<file path="src/rtl/frame_capture_writer.sv">
// frame_capture_writer: streams audio samples into a two-bank (ping-pong) RAM.
// Each bank holds 2**(ADDR_WIDTH-1) words and is addressed as {bank, offset}.
// When a bank is filled, frame_ready pulses and the writer moves to the other bank.
// If that bank has not been released with frame_ack yet, the writer stalls and drops samples.
// Optional feature: define FRAME_CAPTURE_DROP_CNT_EN to build the 16-bit saturating
// dropped-sample counter. Without it, drop_cnt is tied to zero.
module frame_capture_writer #(
  parameter int ADDR_WIDTH = 11,
  parameter int DATA_WIDTH = 16
) (
  input  logic                  wr_clk,
  input  logic                  wr_rst,
  input  logic                  capture_en,
  input  logic [DATA_WIDTH-1:0] sample_in,
  input  logic                  sample_valid,
  input  logic                  frame_ack,
  input  logic                  frame_ack_bank,
  output logic                  wr_en,
  output logic [ADDR_WIDTH-1:0] wr_addr,
  output logic [DATA_WIDTH-1:0] wr_data,
  output logic                  frame_ready,
  output logic                  frame_bank,
  output logic                  overflow,
  output logic [15:0]           drop_cnt
);

  localparam int OFF_W = ADDR_WIDTH - 1;

  typedef enum logic [1:0] {IDLE, FILL, STALL} state_t;

  state_t           state, state_next;
  logic             cur_bank, cur_bank_next;
  logic [OFF_W-1:0] offset, offset_next;
  logic [1:0]       full, full_next;
  logic [1:0]       full_acked;
  logic             accept, last_word, drop;

  // Bank status after this cycle's ack. The ack is applied before the end-of-bank check,
  // so a release of the other bank in the same cycle avoids a stall.
  always_comb begin
    full_acked = full;
    if (frame_ack && !(state == FILL && frame_ack_bank == cur_bank))
      full_acked[frame_ack_bank] = 1'b0;
  end

  // Next-state logic, bank/offset sequencing and sample accept/drop decisions.
  always_comb begin
    state_next    = state;
    cur_bank_next = cur_bank;
    offset_next   = offset;
    full_next     = full_acked;
    accept        = 1'b0;
    last_word     = 1'b0;
    drop          = 1'b0;
    case (state)
      IDLE: begin
        if (capture_en) begin
          state_next  = FILL;
          offset_next = '0;
        end
      end
      FILL: begin
        if (!capture_en) begin
          state_next  = IDLE;
          offset_next = '0;
        end else if (sample_valid) begin
          accept = 1'b1;
          if (offset == {OFF_W{1'b1}}) begin
            last_word           = 1'b1;
            full_next[cur_bank] = 1'b1;
            cur_bank_next       = ~cur_bank;
            offset_next         = '0;
            if (full_acked[~cur_bank])
              state_next = STALL;
          end else begin
            offset_next = offset + 1'b1;
          end
        end
      end
      STALL: begin
        drop = sample_valid;
        if (!capture_en) begin
          state_next  = IDLE;
          offset_next = '0;
        end else if (!full_acked[cur_bank]) begin
          state_next  = FILL;
          offset_next = '0;
        end
      end
      default: begin
        state_next  = IDLE;
        offset_next = '0;
      end
    endcase
  end

  // Control state registers.
  always_ff @(posedge wr_clk or posedge wr_rst) begin
    if (wr_rst) begin
      state    <= IDLE;
      cur_bank <= 1'b0;
      offset   <= '0;
      full     <= 2'b00;
    end else begin
      state    <= state_next;
      cur_bank <= cur_bank_next;
      offset   <= offset_next;
      full     <= full_next;
    end
  end

  // Registered RAM write port and frame status outputs. Address and data hold when idle.
  always_ff @(posedge wr_clk or posedge wr_rst) begin
    if (wr_rst) begin
      wr_en       <= 1'b0;
      wr_addr     <= '0;
      wr_data     <= '0;
      frame_ready <= 1'b0;
      frame_bank  <= 1'b0;
      overflow    <= 1'b0;
    end else begin
      wr_en       <= accept;
      frame_ready <= last_word;
      if (accept) begin
        wr_addr <= {cur_bank, offset};
        wr_data <= sample_in;
      end
      if (last_word)
        frame_bank <= cur_bank;
      if (drop)
        overflow <= 1'b1;
    end
  end

`ifdef FRAME_CAPTURE_DROP_CNT_EN
  logic [15:0] drop_count;

  // Saturating count of samples dropped while stalled.
  always_ff @(posedge wr_clk or posedge wr_rst) begin
    if (wr_rst)
      drop_count <= 16'h0000;
    else if (drop && drop_count != 16'hFFFF)
      drop_count <= drop_count + 16'd1;
  end

  assign drop_cnt = drop_count;
`else
  assign drop_cnt = 16'h0000;
`endif

endmodule

</file>
<file path="config.mk">
export PLATFORM = sky130hd
export DESIGN_NAME = frame_capture_writer
export DESIGN_NICKNAME = d
export VERILOG_FILES = /design/src/rtl/frame_capture_writer.sv
export SDC_FILE = /design/constraint.sdc
export NUM_CORES = 1
export LEC_CHECK = 0
export ABC_AREA = 1
export CORE_AREA = 2 2 90 92
export CTS_CLUSTER_DIAMETER = 30
export DETAILED_ROUTE_END_ITERATION = 10
export DIE_AREA = 0 0 92 94
export PLACE_DENSITY_LB_ADDON = 0.3
export SLEW_MARGIN = 10
export SYNTH_ARGS = -nofsm -noshare
export SYNTH_HDL_FRONTEND = slang
export SYNTH_SLANG_ARGS = --single-unit
</file>
<file path="constraint.sdc">
create_clock -name wr_clk -period 2.1 [get_ports wr_clk]
set_input_delay 0.42 -clock wr_clk [delete_from_list [all_inputs] [get_ports wr_clk]]
set_output_delay 0.42 -clock wr_clk [all_outputs]
set_load 0.05 [all_outputs]
</file>
==> results.ini, run 1 <==
[place]
post-place-ws_ns = 0.0649
io_buffers = 52
dpl_cell_area_sq_um = 2840
gp_congestion = 0.842
place_hpwl_um = 3580

[floorplanning]
core_area_sq_um = 7610
die_w_um = 92
die_y_um = 94
rows = 32
die_area_sq_um = 8650
io_pins = 69
start_util_pct = 29.7

[synthesis]
synth.distinct_cells = 30
synth_seq_cells = 46
syn_avg_cell_area_sq_um = 8.42
yosysWarnings = 0
yosys.area.top_type = dfrtp_1
synth_area_leaders = dfrtp_1 51%, nand2_1 15%, buf_4 5.3%
synth_area_sq_um = 2260
syn_inst = 268
synth.top_cell.area_share_pct = 51.0
yosysSeqAreaShare_pct = 51.0

[run_status]
status = finished clean

[critical_path]
start_kind = flop
reg2reg_depth = 7
r2r_slack_ns = 0.35
critical_path_depth = 1
crit_slowest_cell = clkdlybuf4s50_1
cp_max_fo = 2
r2r-end = state[1]$_DFFE_PP0P_
crit_start = wr_addr[0]$_DFFE_PP0P_
cp.buffers_inverters = 1
critPathTopFamily = buffers and inverters
max_stage_delay_ns = 0.83
cp.arrival_ns = 1.50
r2r_start = offset[0]$_DFFE_PP0P_
path_cells = clkdlybuf4s50_1
endpoint_kind = primary output
crit_required_ns = 1.68
path_class = reg -> out
crit_end = wr_addr[0]

[timing]
skew_ns = 0.0109
fin_tns_setup_ns = 0
finalSetupViolCount = 0
max_freq_ghz = 0.521
hold_viol = 0
period_needed_ns = 1.92
whs_ns = 0.407
slew_headroom_pct = 65.5
rsz0062_at_grt = no
worst_slack_ns = 0.180
max_slew.worst_pin.slew_ns = 0.517
fin_crit_sh_pct = 91.4
maxSlewViolCount = 0

[routing]
final_antenna_net_count = 0
wl_um = 4860
drtIter0Drc = 90
drt-vias-per-instance = 4.34
num_vias = 1849
route.detailed.drc = 0
avgRoutedWirePerCell_um = 11.4
firstDrtPassIters = 4

[clock_network]
cts_sinks = 46
cts_made_buffers = 5
h-tree-depth = 2
post-cts-setup-buffers = 0
clk_pin_slew_ns = 0.09
max-clock-path-buffers = 2
cts_resized = 0
hold_buffers = 0
clk-insertion-delay-late_ns = 0.30
cts_root_buf = clkbuf_8
cts_tree = built

[global_routing]
grt_pass1_wl_um = 8360
grt_max_degree = 37
gr-total-overflow = 0
track_usage_pct = 12.0
antenna_found_initial = 0
grt_pass1_vias = 1791

[power]
power_density_nw_per_um2 = 1150
p_leak_nw = 1.34
ir_worst_vdd_v = 0.000264

[finish]
final_area_sq_um = 2930
final_cell_mix = 90 x nand2_1, 52 x clkdlybuf4s50_1, 46 x dfrtp_1
drive_above_1_share_pct = 11.7
mostFrequentLayoutCell = nand2_1
area_growth_pct = 29.7
post-route-util_pct = 38.5
final_nets = 346
antenna_cells = 0

[flow_run]
maxCapViolCount = 0

[min_path]
min_path_type = in -> async

## registers in the layout, summed over array words and instances (netlist names)
signal	flops
wr_data	16
wr_addr	11
offset	10
full	2
state	2
cur_bank	1
frame_bank	1
frame_ready	1
overflow	1
wr_en	1
## routing by layer
| layer | global-route usage, % | wire length [um] | up-vias |
|---|---|---|---|
| met4 | 3.23 | 47 | 0 |
| met5 | 0 | 0 | - |
| met1 | 17.0 | 2320 | 850 |
| li1 | - | - | 932 |
| met2 | 18.6 | 2240 | 59 |
| met3 | 2.49 | 259 | 8 |
## cell type report
cell class	count	area (sq um)
Multi-Input combinational cell	188	900
Inverter	26	100
Sequential cell	46	1150
Clock inverter	2	13.8
Clock buffer	6	72.6
Tap cell	102	128
Fill cell	795	4680
Timing Repair Buffer	56	563
## per-stage QoR
step / std cells / power, W
after floorplan: 283 / 0.00238
after global placement: 418 / 0.00284
after detailed placement: 418 / 0.00285
after CTS: 426 / 0.00340
after global routing: 426 / 0.00356
final: 426 / 0.00336
## cell families (layout without fill, tap and decap cells)
family / Yosys count / count (layout) / synth area share [%]
DFF: 46 / 46 / 51.0
adders and majority gates: 1 / 1 / 0.554
and+or+nand+nor: 142 / 142 / 27.8
other: 1 / 16 / 0.166
AOI/OAI and AO/OA: 27 / 27 / 7.82
xor gates and xnor gates: 2 / 2 / 0.776
buffers and inverters: 49 / 90 / 11.9
## power by group
| part | switching (W) | total [W] | internal [W] | leakage, nW |
|---|---|---|---|---|
| registers | 0.000129 | 0.00121 | 0.00109 | 0.610 |
| clock network | 0.000306 | 0.000542 | 0.000235 | 0.0452 |
| logic | 0.00112 | 0.00160 | 0.000485 | 0.682 |
| total | 0.00155 | 0.00336 | 0.00181 | 1.34 |
## worst min-delay path by stage
| stage | from | to | slack [ns] | cells after the start |
|---|---|---|---|---|
| finish | wr_rst | wr_data[2]$_DFFE_PP0P_ | 0.41 | 2 |
| global route | wr_rst | wr_data[2]$_DFFE_PP0P_ | 0.46 | 2 |
| CTS | wr_rst | wr_data[2]$_DFFE_PP0P_ | 0.41 | 2 |
| detailed placement | frame_bank$_DFFE_PP0P_ | frame_bank$_DFFE_PP0P_ | 0.46 | 2 |
| global placement | wr_data[11]$_DFFE_PP0P_ | wr_data[11]$_DFFE_PP0P_ | 0.46 | 2 |
| floorplan | full[0]$_DFF_PP0_ | full[0]$_DFF_PP0_ | 0.47 | 2 |
## Yosys cell counts (all sizes together)
| master | count |
|---|---|
| a31oi | 1 |
| clkbuf | 1 |
| xor2 | 2 |
| nor4 | 1 |
| nor3 | 11 |
| nand3 | 19 |
| nor3b | 1 |
| a31o | 1 |
| o211ai | 1 |
| conb | 1 |
| ha | 1 |
| or2 | 1 |
| nand2 | 95 |
| buf | 22 |
| o21ai | 22 |
| dfrtp | 46 |
| inv | 25 |
| a21oi | 2 |
| nand4 | 4 |
| nor2 | 10 |
| clkinv | 1 |
(Power assumes the default switching activity.)
==> run 2: changes to the inputs <==
CTS_CLUSTER_DIAMETER = 40   (was 30)
==> results of run 2 <==
Same layout as run 1: the final DEF is identical, and so are final timing and power.
